===== src/rtl/cgra_cfg_pkg.sv =====
// Shared definitions for the configuration-chain loader: FSM state encoding,
// default chain length, counter width and a word-count helper.
package cgra_cfg_pkg;

    typedef enum logic [2:0] {
        IDLE   = 3'd0,
        CLEAR  = 3'd1,
        FETCH  = 3'd2,
        SHIFT  = 3'd3,
        FINISH = 3'd4
    } cfg_ld_state_t;

    // Default chain length of the attached PE config chain.
    localparam int CFG_CHAIN_LEN = 14;

    // Width of a counter able to hold 0..CFG_CHAIN_LEN.
    localparam int CFG_BITS_W = $clog2(CFG_CHAIN_LEN + 1);

    // Number of bitstream words needed to fill a chain of len bits.
    function automatic int cfg_words(input int len, input int size);
        return (len + size - 1) / size;
    endfunction

endpackage


===== src/rtl/config_chain_loader_serializer.sv =====
// Word-wide shift register with a per-word bit counter. A load captures a
// word and its bit count; each shift moves one bit toward the chain, LSB first.
module cfg_serializer #(
    parameter int size  = 32,
    parameter int CNT_W = $clog2(size + 1)
) (
    input  logic             clk,
    input  logic             reset,
    input  logic             load,
    input  logic             shift,
    input  logic [size-1:0]  word_in,
    input  logic [CNT_W-1:0] cnt_in,
    output logic             last,
    output logic             head_next
);

    logic [size-1:0]  sreg_r;
    logic [CNT_W-1:0] cnt_r;
    logic [size-1:0]  sreg_shr_s;

    // Register contents after one right shift.
    always_comb begin
        sreg_shr_s = sreg_r >> 1;
    end

    // Capture a new word on load, otherwise drop one bit per shift.
    always_ff @(posedge clk or posedge reset) begin
        if (reset) begin
            sreg_r <= '0;
            cnt_r  <= '0;
        end else if (load) begin
            sreg_r <= word_in;
            cnt_r  <= cnt_in;
        end else if (shift) begin
            sreg_r <= sreg_shr_s;
            cnt_r  <= cnt_r - CNT_W'(1'b1);
        end else begin
            sreg_r <= sreg_r;
            cnt_r  <= cnt_r;
        end
    end

    // Look-ahead of the bit at the head of the register after this edge,
    // so the top can present it from a register in the following cycle.
    always_comb begin
        head_next = sreg_r[0];
        if (load) begin
            head_next = word_in[0];
        end else if (shift) begin
            head_next = sreg_shr_s[0];
        end else begin
            head_next = sreg_r[0];
        end
    end

    // The bit currently at the head is the final one of this word.
    always_comb begin
        last = (cnt_r == CNT_W'(1'b1));
    end

endmodule


===== src/rtl/config_chain_loader.sv =====
// Loads a configuration bitstream into a config_cell chain: clears the
// chain, fetches words over valid/ready, shifts exactly CHAIN_LEN bits LSB
// first, then pulses done. All outputs come straight from flops.
module config_chain_loader
    import cgra_cfg_pkg::*;
#(
    parameter int size      = 32,
    parameter int CHAIN_LEN = CFG_CHAIN_LEN
) (
    input  logic            clk,
    input  logic            reset,
    input  logic            start,
    input  logic [size-1:0] word_in,
    input  logic            word_valid,
    output logic            word_ready,
    output logic            config_out,
    output logic            config_en,
    output logic            config_clr,
    output logic            busy,
    output logic            done
);

    localparam int BITS_W = $clog2(CHAIN_LEN + 1);
    localparam int CNT_W  = $clog2(size + 1);

    cfg_ld_state_t     state_r;
    cfg_ld_state_t     state_nxt_s;
    logic [BITS_W-1:0] bits_left_r;
    logic [BITS_W-1:0] bits_left_nxt_s;
    logic [CNT_W-1:0]  cnt_load_s;
    logic              ser_load_s;
    logic              ser_shift_s;
    logic              ser_last_s;
    logic              ser_head_s;

    cfg_serializer #(
        .size  (size),
        .CNT_W (CNT_W)
    ) u_ser (
        .clk       (clk),
        .reset     (reset),
        .load      (ser_load_s),
        .shift     (ser_shift_s),
        .word_in   (word_in),
        .cnt_in    (cnt_load_s),
        .last      (ser_last_s),
        .head_next (ser_head_s)
    );

    // Bits to take from the next word: a full word, or what remains of the chain.
    always_comb begin
        if (32'(bits_left_r) >= size) begin
            cnt_load_s = CNT_W'(size);
        end else begin
            cnt_load_s = CNT_W'(bits_left_r);
        end
    end

    // Next-state, remaining-bit count and serializer controls.
    always_comb begin
        state_nxt_s     = state_r;
        bits_left_nxt_s = bits_left_r;
        ser_load_s      = 1'b0;
        ser_shift_s     = 1'b0;
        case (state_r)
            IDLE: begin
                if (start) begin
                    state_nxt_s     = CLEAR;
                    bits_left_nxt_s = BITS_W'(CHAIN_LEN);
                end else begin
                    state_nxt_s = IDLE;
                end
            end
            CLEAR: begin
                state_nxt_s = FETCH;
            end
            FETCH: begin
                if (word_valid && word_ready) begin
                    ser_load_s  = 1'b1;
                    state_nxt_s = SHIFT;
                end else begin
                    state_nxt_s = FETCH;
                end
            end
            SHIFT: begin
                ser_shift_s     = 1'b1;
                bits_left_nxt_s = bits_left_r - BITS_W'(1'b1);
                if (ser_last_s) begin
                    if (bits_left_r == BITS_W'(1'b1)) begin
                        state_nxt_s = FINISH;
                    end else begin
                        state_nxt_s = FETCH;
                    end
                end else begin
                    state_nxt_s = SHIFT;
                end
            end
            FINISH: begin
                state_nxt_s = IDLE;
            end
            default: begin
                state_nxt_s     = IDLE;
                bits_left_nxt_s = '0;
            end
        endcase
    end

    // State and remaining-bit counter.
    always_ff @(posedge clk or posedge reset) begin
        if (reset) begin
            state_r     <= IDLE;
            bits_left_r <= '0;
        end else begin
            state_r     <= state_nxt_s;
            bits_left_r <= bits_left_nxt_s;
        end
    end

    // Outputs are decoded from the state being entered, so each is aligned
    // with its state and no input reaches an output without a flop.
    always_ff @(posedge clk or posedge reset) begin
        if (reset) begin
            word_ready <= 1'b0;
            config_clr <= 1'b0;
            config_en  <= 1'b0;
            config_out <= 1'b0;
            busy       <= 1'b0;
            done       <= 1'b0;
        end else begin
            word_ready <= (state_nxt_s == FETCH);
            config_clr <= (state_nxt_s == CLEAR);
            config_en  <= (state_nxt_s == SHIFT);
            config_out <= (state_nxt_s == SHIFT) ? ser_head_s : 1'b0;
            busy       <= (state_nxt_s == CLEAR) || (state_nxt_s == FETCH) ||
                          (state_nxt_s == SHIFT);
            done       <= (state_nxt_s == FINISH);
        end
    end

endmodule


===== config.mk =====
export PLATFORM = sky130hd
export DESIGN_NAME = config_chain_loader
export DESIGN_NICKNAME = d
export VERILOG_FILES = /design/src/rtl/cgra_cfg_pkg.sv /design/src/rtl/config_chain_loader_serializer.sv /design/src/rtl/config_chain_loader.sv
export SDC_FILE = /design/constraint.sdc
export NUM_CORES = 1
export LEC_CHECK = 0
export BUFFER_PORTS_ARGS = -buffer_cell sky130_fd_sc_hd__buf_2
export CAP_MARGIN = 25
export CORE_MARGIN = 1
export CORE_UTILIZATION = 52
export CTS_BUF_LIST = sky130_fd_sc_hd__clkbuf_8
export DETAILED_ROUTE_END_ITERATION = 10
export HOLD_SLACK_MARGIN = 0.1
export PLACE_DENSITY_LB_ADDON = 0.15
export SYNTH_ARGS = -nofsm -noshare
export SYNTH_HDL_FRONTEND = slang
export SYNTH_HIERARCHICAL = 1
export SYNTH_SLANG_ARGS = --single-unit
export TNS_END_PERCENT = 1

===== constraint.sdc =====
create_clock -name clk -period 1.54 [get_ports clk]
set_input_delay 0.154 -clock clk [delete_from_list [all_inputs] [get_ports clk]]
set_output_delay 0.154 -clock clk [all_outputs]
set_load 0.005 [all_outputs]

==> reports/results.ini, run 1 <==
[outcome]
status = complete, but fails checks
violations = negative setup slack

[sta]
tns_ns = -0.0726
slew_headroom_pct = 65.0
drv_slew = 0
finalHoldViolCount = 0
max_freq_ghz = 0.634
post-route-period-util_pct = 102
fin_crit_ns = 1.58
worst_slack_ns = -0.0373
tightest_slew_ns = 0.525
setup_violations = 3
rsz0062_at_grt = yes
fin_skew_ns = 0.00704

[floorplan]
die-area_um2 = 5140
die_y_um = 71.7
initial_utilization_pct = 56.1
core_um2 = 4500
dieWidth_um = 71.7
io_pins = 42
num_rows = 24

[detailed_routing]
viasPerCell = 5.28
finalWirelength_um = 5390
drc_errors = 0
drtAntennaViolNets = 0
vias = 2029
drt_iter0_drc = 180
avgRoutedWirePerCell_um = 14.0
drt-pass1-iter-count = 4

[clock_tree]
clock_latency_ns = 0.30
numClockSinks = 51
path_clk_slew_ns = 0.09
h-tree-depth = 2
cts_inserted_buffers = 5
cts_buffer_depth = 2
cts-root-buf = clkbuf_8
cts_tree = yes

[setup_path]
crit_family = simple AND/OR/NAND/NOR gates
cp.arrival_ns = 1.76
crit_path_cell_trace = nor3_2 -> and3b_2 -> nand4_1 -> o31ai_2 -> inv_1
startpoint_type = flip-flop
r2r_end = state_r[1]
r2r_start = u_ser/cnt_r[4]
crit_slowest_cell = dfrtp_1
r2r_cells = 5
critical_path_class = reg -> reg
path_max_fanout = 3
critPathLaunch = u_ser/cnt_r[4]
critPathRequiredTime_ns = 1.72
r2r_setup_slack_ns = -0.04
end_kind = flip-flop
critPathMaxStageDelay_ns = 0.41
cp.buffers_inverters = 1

[global_route]
grt_pass1_vias = 1955
overflow = 0
antenna_found_initial = 0
grt_pass1_wl_um = 8690
grt_max_degree = 39
grt_usage_pct = 21.8

[placed_design]
dp_hpwl_um = 3180
routabilityCongestion = 0.769
place_ws_ns = 0.0155
io_buffer_count = 41
dp_cells = 339

[logic_synthesis]
yosys.area.top_type = dfrtp_1
yosysMostFrequentCell = dfrtp_1
yosysWarningCount = 6
avgSynthCellArea_um2 = 10.3
synth_top_flop_cell = dfrtp_1
synth_commonest_cells = dfrtp_1 (51), nand2_1 (42), mux2i_1 (32)
synth-seq-cells = 51
synth_edf_count = 0
synth_top_area_share_pct = 50.5
netlist_instances = 245
synthesis.area_um2 = 2530
ys_types = 39
seq_area_frac_synth_pct = 50.5
synth_area_leaders = dfrtp_1 (50%), mux2i_1 (13%), nand2_1 (6.2%)
async_flop_share_pct = 100

[power]
seq_power_share_pct = 41.2
ir_worst_vdd_mv = 0.814
p_int_mw = 3.50
clockPowerShare_pct = 14.8
power_density_nw_per_um2 = 1630
combPwrFrac_pct = 44.0
p_leak_nw = 1.62
switchingPower_mw = 1.96
sw_frac_of_total_pct = 35.9

[cells_and_area]
syn2layout_area_growth_pct = 32.7
layout.cells.non_filler = 384
final_nets = 371
antenna_cells = 0
drive_gt1_share_pct = 24.4

[min_path]
worst_hold_path.num_cells = 3
hold_path.class = in -> reg
hold_end = bits_left_r[2]
min-delay-start = start

[job]
maxCapViolCount = 0

worst max-delay path by stage:
stage               depth (start not counted)               end  slack [ns]
finish                                      5        state_r[1]       -0.04
global route                                5        state_r[1]       -0.12
CTS                                         5        config_out        0.03
detailed placement                          5        state_r[1]        0.02
global placement                            5        state_r[1]        0.06
floorplan                                   7  u_ser/sreg_r[30]        0.02
kinds of logic after synthesis:
family | Yosys count | share of synthesized area [%]
adders and majority gates | 4 | 1.98
buffers and inverters | 23 | 4.85
muxes | 32 | 12.7
xor gates and xnor gates | 5 | 1.73
other | 1 | 0.148
AOI/OAI and AO/OA | 58 | 12.7
DFF | 51 | 50.5
and+or+nand+nor | 71 | 15.4
layer usage:
| layer | wire [um] | GRT usage, % | vias up | part of all wire [%] |
|---|---|---|---|---|
| li1 | - | - | 1012 | - |
| met1 | 2460 | 27.6 | 957 | 46 |
| met2 | 2670 | 37.9 | 53 | 50 |
| met3 | 212 | 4.64 | 7 | 3.9 |
| met4 | 44 | 6.10 | 0 | 0.82 |
| met5 | 0 | 0 | - | 0 |
layout make-up:
cell class | count | area [um2]
multi-input combinational | 172 | 1160
sequential | 51 | 1280
clock inverter | 2 | 16.3
inverter | 8 | 30.0
tap | 52 | 65.1
clock buffer | 6 | 82.6
timing repair buffer | 93 | 728
fill | 316 | 1150
state kept, by name (all words and copies together), names as in the netlist:
signal,flops
done,1
u_ser/sreg_r,32
u_ser/cnt_r,6
busy,1
word_ready,1
config_out,1
config_en,1
state_r,3
config_clr,1
bits_left_r,4
cell usage in the layout (no fill, tap or decap), types with 2 or more instances in the layout:
cell type      instances
conb_1                 2
a21oi_1                7
buf_2                 41
nand2_1               42
inv_1                  8
xor2_1                 2
dfrtp_1               51
nand2b_1               6
nor4_1                 2
nor2_4                 2
o21ai_0               19
buf_12                 2
nor2b_1                2
buf_4                 14
dlygate4sd3_1         33
clkbuf_8               6
ha_1                   4
mux2i_1               32
o21ai_1               24
nor2_1                 3
buf_6                  2
xnor2_1                3
and2_1                 2
timing repair:
item	in CTS	in global routing
cloned	0	1
setup buffers	0	3
pin swaps	0	6
resized for setup	1	4
hold buffers	33	0
endpoints found under the hold margin	83	0
setup endpoints to repair	1	9
worst register-to-register path, delay by kind of cell, from the launching register on:
family | cells | cell delay, ns
DFF | 1 | 0.41
buffers and inverters | 1 | 0.10
and+or+nand+nor | 3 | 0.59
AOI/OAI and AO/OA | 1 | 0.37
power groups by stage:
stage	Combinational [mW]	Sequential (mW)	Clock (mW)
floorplan	1.60	2.24	0
global placement	2.10	2.26	0
detailed placement	2.16	2.26	0
CTS	2.23	2.23	0.832
global route	2.64	2.32	0.882
finish	2.40	2.25	0.808
through the flow:
| step | cell area, um2 | hold slack (ns) | power [mW] | util [%] |
|---|---|---|---|---|
| after floorplan | 2530 | 0.0310 | 3.84 | - |
| after global placement | 2860 | 0.211 | 4.36 | 63.5 |
| after detailed placement | 2860 | 0.229 | 4.42 | 63.5 |
| after CTS | 3300 | 0.150 | 5.30 | 73.2 |
| after global routing | 3350 | 0.177 | 5.84 | 74.5 |
| final | 3350 | 0.157 | 5.46 | 74.5 |
No activity file was read; power rests on OpenSTA's default activity.
==> run 2: changes to the inputs <==
--- a/config.mk
+++ b/config.mk
@@ -7,7 +7,7 @@
 export LEC_CHECK = 0
 export BUFFER_PORTS_ARGS = -buffer_cell sky130_fd_sc_hd__buf_2
 export CAP_MARGIN = 25
-export CORE_MARGIN = 1
+export CORE_MARGIN = 2
 export CORE_UTILIZATION = 52
 export CTS_BUF_LIST = sky130_fd_sc_hd__clkbuf_8
 export DETAILED_ROUTE_END_ITERATION = 10
==> reports/results.ini, run 2 (same netlist as run 1, synthesis figures left out) <==
[outcome]
status = finished clean

[cells_and_area]
largest_reg_flops = 32  ; unchanged
final_nets = 375  ; +1.1%
mostFrequentLayoutCells = dfrtp_1 (50), nand2_1 (42), buf_2 (41), dlygate4sd3_1 (33), mux2i_1 (32)
final_util_pct = 72.3  ; -2.2 points
drive_gt1_share_pct = 25.3  ; +0.90 points
syn2layout_area_growth_pct = 34.3
antenna_cells = 0  ; unchanged
layout.cells.non_filler = 390  ; +1.6%
largest_register = u_ser/sreg_r
reg_top3 = u_ser/sreg_r: 32 flops, u_ser/cnt_r: 6 flops, bits_left_r: 4 flops
layout_commonest_cell = dfrtp_1

[power]
seq_power_share_pct = 42.1  ; +0.9 points
power_density_nw_per_um2 = 1600  ; -1.6%
combPwrFrac_pct = 42.9  ; -1.1 points
clockPowerShare_pct = 15.0  ; +0.2 points
sw_frac_of_total_pct = 36.0  ; +0.12 points
p_int_mw = 3.47  ; -0.67%
ir_worst_vdd_mv = 0.906  ; +11%
switchingPower_mw = 1.96  ; -0.13%
p_leak_nw = 1.64  ; +1.3%

[clock_tree]
h-tree-depth = 2  ; unchanged
cts_buffer_depth = 2  ; unchanged
path_clk_slew_ns = 0.09  ; about the same
cts-root-buf = clkbuf_8
cts_tree = yes
numClockSinks = 51  ; unchanged
clock_latency_ns = 0.31  ; about the same
cts_inserted_buffers = 5  ; unchanged

[setup_path]
crit_family = simple AND/OR/NAND/NOR gates
crit_path_cell_trace = nor3_4 -> and3b_1 -> nand4_1 -> buf_4 -> nor4_2
critPathMaxStageDelay_ns = 0.43  ; +0.02 ns
critPathRequiredTime_ns = 1.74  ; +0.02 ns
path_max_fanout = 3  ; unchanged
end_kind = flip-flop
startpoint_type = flip-flop
critical_path_class = reg -> reg
cp.arrival_ns = 1.69  ; -0.07 ns
crit_slowest_cell = dfrtp_1
r2r_setup_slack_ns = 0.05  ; +0.09 ns
cp.buffers_inverters = 1  ; unchanged

[sta]
fin_skew_ns = 0.00611  ; -0.000932 ns
max_freq_ghz = 0.671  ; +5.9%
fin_crit_ns = 1.49  ; -0.0881 ns
drv_slew = 0  ; unchanged
post-route-period-util_pct = 96.7  ; -5.7 points
rsz0062_at_grt = yes
setup_violations = 0  ; -3
finalHoldViolCount = 0  ; unchanged

[detailed_routing]
finalWirelength_um = 5240  ; -2.8%
viasPerCell = 5.10  ; -3.5%
drtAntennaViolNets = 0  ; unchanged
vias = 1989  ; -2.0%
drt_iter0_drc = 149  ; -17%
avgRoutedWirePerCell_um = 13.4  ; -4.3%
drt-pass1-iter-count = 6  ; +2
drc_errors = 0  ; unchanged

[global_route]
overflow = 0  ; unchanged
antenna_found_initial = 0  ; unchanged
grt_pass1_wl_um = 8840  ; +1.7%
grt_pass1_vias = 2024  ; +3.5%
grt_max_degree = 39  ; unchanged
grt_usage_pct = 21.4  ; -0.39 points

[job]
maxCapViolCount = 0  ; unchanged

[placed_design]
dp_cells = 348  ; +2.7%
routabilityCongestion = 0.798  ; +3.7%
io_buffer_count = 41  ; unchanged
dp_hpwl_um = 3370  ; +6.1%

[floorplan]
initial_utilization_pct = 53.9  ; -2.2 points
io_pins = 42  ; unchanged
dieWidth_um = 73.7  ; +2.8%
die_y_um = 73.7  ; +2.8%
core_um2 = 4690  ; +4.2%
num_rows = 25  ; +4.2%
die-area_um2 = 5430  ; +5.7%

[min_path]
hold_path.class = in -> reg

==> run 2: cell types whose count changed in the layout (fill, tap and decap cells not counted), sizes merged <==
cell	before	now
buf	59	64
clkbuf	7	6
==> run 2: per-stage QoR <==
stage	TNS (ns)	power [mW]	worst slack [ns]	area (um2)	hold slack (ns)
finish	0	5.43	0.0508	3390	0.160
global route	-0.00253	5.88	-0.00253	3390	0.206
CTS	0	5.41	0.0126	3360	0.149
detailed placement	0	4.53	0.00459	2930	0.212
global placement	0	4.43	0.0636	2930	0.206
floorplan	0	3.84	0.0223	2530	0.0310
==> run 2: power by group through the flow <==
stage	Combinational [mW]	Sequential (mW)	Clock, mW
6_report	2.33	2.29	0.816
5_1_grt	2.61	2.37	0.897
4_1_cts	2.31	2.26	0.845
3_5_place_dp	2.24	2.29	0
3_3_place_gp	2.17	2.27	0
2_1_floorplan	1.60	2.24	0
==> run 2: final timing paths <==
path,from,endpoint,depth (start not counted)
max,u_ser/cnt_r[3],state_r[2],5
min,start,bits_left_r[2],3
max reg2reg,u_ser/cnt_r[3],state_r[2],5
min reg2reg,u_ser/sreg_r[31],u_ser/sreg_r[31],2
max in group asynchronous,reset,u_ser/sreg_r[31],4
min in group asynchronous,reset,config_en,3
==> run 2: timing repair <==
action / CTS / global route
endpoints found under the hold margin: 83 / 0
setup endpoints to repair: 1 / 13
hold buffers: 33 / 0
cloned: 0 / 0
pin swaps: 0 / 3
buffers inserted: 0 / 1
gates resized for setup: 1 / 5
==> run 2: worst reg2reg max path: stages, from the launching register on <==
cell and delay [ns]:
dfrtp_1 0.43, nor3_4 0.20, and3b_1 0.21, nand4_1 0.17, buf_4 0.20, nor4_2 0.17
==> run 2: area by class of cell <==
type                            count  area, um2
Clock buffer                        6       82.6
Clock inverter                      2       16.3
Fill cell                         335       1300
Inverter                            8       30.0
Multi-Input combinational cell    172       1170
Sequential cell                    51       1280
Tap cell                           54       67.6
Timing Repair Buffer               97        746
==> run 2: layer usage <==
metal,track usage [%],routed length (um),up-vias
li1,-,-,1022
met1,26.3,2420,916
met2,37.5,2580,44
met3,4.66,165,7
met4,6.67,71,0
met5,0,0,-
==> run 3: changes to the inputs <==
--- a/config.mk
+++ b/config.mk
@@ -5,12 +5,12 @@
 export SDC_FILE = /design/constraint.sdc
 export NUM_CORES = 1
 export LEC_CHECK = 0
-export BUFFER_PORTS_ARGS = -buffer_cell sky130_fd_sc_hd__buf_2
 export CAP_MARGIN = 25
 export CORE_MARGIN = 2
-export CORE_UTILIZATION = 52
+export CORE_UTILIZATION = 59
 export CTS_BUF_LIST = sky130_fd_sc_hd__clkbuf_8
 export DETAILED_ROUTE_END_ITERATION = 10
+export DONT_BUFFER_PORTS = 1
 export HOLD_SLACK_MARGIN = 0.1
 export PLACE_DENSITY_LB_ADDON = 0.15
 export SYNTH_ARGS = -nofsm -noshare
==> reports/results.ini, run 3 (same netlist as run 1, synthesis figures left out) <==
[cells_and_area]
final_util_pct = 78.5  ; +6.2 points
syn2layout_area_growth_pct = 26.0
antenna_cells = 0  ; unchanged
layout_commonest_cell = dfrtp_1
largest_reg_flops = 32  ; unchanged
layout.cells.non_filler = 344  ; -12%
final_nets = 333  ; -11%
mostFrequentLayoutCells = dfrtp_1 (50), nand2_1 (42), dlygate4sd3_1 (34), mux2i_1 (32), o21ai_1 (24)
drive_gt1_share_pct = 14.3  ; -11 points
largest_register = u_ser/sreg_r
post-route-cell-area_um2 = 3180  ; -6.2%
reg_top3 = u_ser/sreg_r: 32 flops, u_ser/cnt_r: 6 flops, bits_left_r: 4 flops

[sta]
fin_skew_ns = 0.00902  ; +0.00291 ns
rsz0062_at_grt = yes
post-route-period-util_pct = 98.5  ; +1.8 points
fin_crit_ns = 1.52  ; +0.0276 ns
worst_slack_ns = 0.0232  ; -0.0276 ns
tns_ns = 0  ; unchanged
max_freq_ghz = 0.659  ; -1.8%
fin_hold_ws_ns = 0.116  ; -0.0432 ns
setup_violations = 0  ; unchanged
drv_slew = 0  ; unchanged
finalHoldViolCount = 0  ; unchanged

[placed_design]
io_buffer_count = 0  ; -100%
routabilityCongestion = 0.774  ; -3.0%
dpl_cell_area_um2 = 2660  ; -9.1%
dp_cells = 297  ; -15%
dp_hpwl_um = 3170  ; -6.2%
place_ws_ns = -0.0734  ; -0.0780 ns

[global_route]
use_met3_pct = 4.51  ; -0.16 points
grt_usage_pct = 21.2  ; -0.25 points
grt_pass1_wl_um = 8240  ; -6.8%
use_met1_pct = 30.4  ; +4.1 points
antenna_found_initial = 0  ; unchanged
overflow = 0  ; unchanged
top_usage_layer = met2
gr-usage-met2_pct = 33.1  ; -4.4 points
grt_max_degree = 61  ; +56%
grt_pass1_vias = 1780  ; -12%

[job]
maxCapViolCount = 0  ; unchanged

[setup_path]
critical_path_class = reg -> reg
startpoint_type = flip-flop
crit_slowest_cell = dfrtp_2
critPathMaxStageDelay_ns = 0.44  ; about the same
path_max_fanout = 3  ; unchanged
crit_path_cell_trace = nor3_4 -> and3b_1 -> nand4_1 -> o31ai_4 -> nand2b_1
critPathRequiredTime_ns = 1.72  ; -0.02 ns
cp.arrival_ns = 1.70  ; about the same
end_kind = flip-flop

[clock_tree]
cts_inserted_buffers = 5  ; unchanged
clock_latency_ns = 0.30  ; about the same
path_clk_slew_ns = 0.09  ; about the same
cts_buffer_depth = 2  ; unchanged
cts_tree = yes
h-tree-depth = 2  ; unchanged
numClockSinks = 51  ; unchanged
cts-root-buf = clkbuf_8

[detailed_routing]
drt_iter0_drc = 143  ; -4.0%
drtAntennaViolNets = 0  ; unchanged
drt-pass1-iter-count = 6  ; unchanged
finalWirelength_um = 5140  ; -1.9%
drc_errors = 0  ; unchanged
avgRoutedWirePerCell_um = 14.9  ; +11%
viasPerCell = 5.50  ; +7.8%
vias = 1891  ; -4.9%

[floorplan]
die_y_um = 69.5  ; -5.8%
core_um2 = 4060  ; -14%
dieWidth_um = 69.5  ; -5.8%
num_rows = 23  ; -8.0%
die-area_um2 = 4820  ; -11%
initial_utilization_pct = 62.3  ; +8.4 points
io_pins = 42  ; unchanged

[power]
ir_worst_vdd_mv = 0.898  ; -0.83%
finalPower_mw = 5.26  ; -3.1%
power_density_nw_per_um2 = 1650  ; +3.3%
p_leak_nw = 1.47  ; -10%

[outcome]
status = finished clean

[min_path]
hold_path.class = in -> reg

[run 3: cell types whose count changed in the layout (fill, tap and decap cells not counted), sizes merged]
cell	delta
dlygate4sd3	+1
buf	-44
inv	+1
[run 3: final cells by class]
| cell class | count | area (um2) |
|---|---|---|
| Sequential cell | 51 | 1280 |
| Multi-Input combinational cell | 172 | 1190 |
| Fill cell | 248 | 873 |
| Timing Repair Buffer | 55 | 541 |
| Clock buffer | 5 | 68.8 |
| Tap cell | 50 | 62.6 |
| Inverter | 8 | 30.0 |
| Clock inverter | 3 | 16.3 |
[run 3: power by group]
| part | switching [mW] | internal (mW) |
|---|---|---|
| Sequential | 0.425 | 1.90 |
| Combinational | 1.08 | 1.13 |
| Clock | 0.423 | 0.312 |
[run 3: repair_timing]
action	in CTS	in global routing
buffers inserted	0	4
pin swaps	0	4
cloned	0	1
endpoints found under the hold margin	85	0
resized for setup	1	6
hold buffers	34	0
setup endpoints to repair	3	9
[run 3: final timing paths]
kind                                  from               to  slack [ns]  cells after the start
max reg2reg                 u_ser/cnt_r[3]             busy        0.02                      5
min                                  start       config_clr        0.12                      2
max                         u_ser/cnt_r[3]             busy        0.02                      5
min reg2reg                u_ser/sreg_r[3]  u_ser/sreg_r[2]        0.56                      2
max in group asynchronous            reset   u_ser/cnt_r[3]        0.76                      3
min in group asynchronous            reset       config_out        0.33                      2
[run 3: worst max-delay path: cells and delay by family, from the launching register on]
kind | cells | cell delay, ns
AND/OR/NAND/NOR | 4 | 0.70
flip-flops | 1 | 0.44
AO/OA/AOI/OAI | 1 | 0.27
[run 3: metal layers]
metal | wire [um] | part of all wire, %
met4 | 49 | 0.95
met5 | 0 | 0
met2 | 2540 | 49
met1 | 2390 | 46
met3 | 163 | 3.2
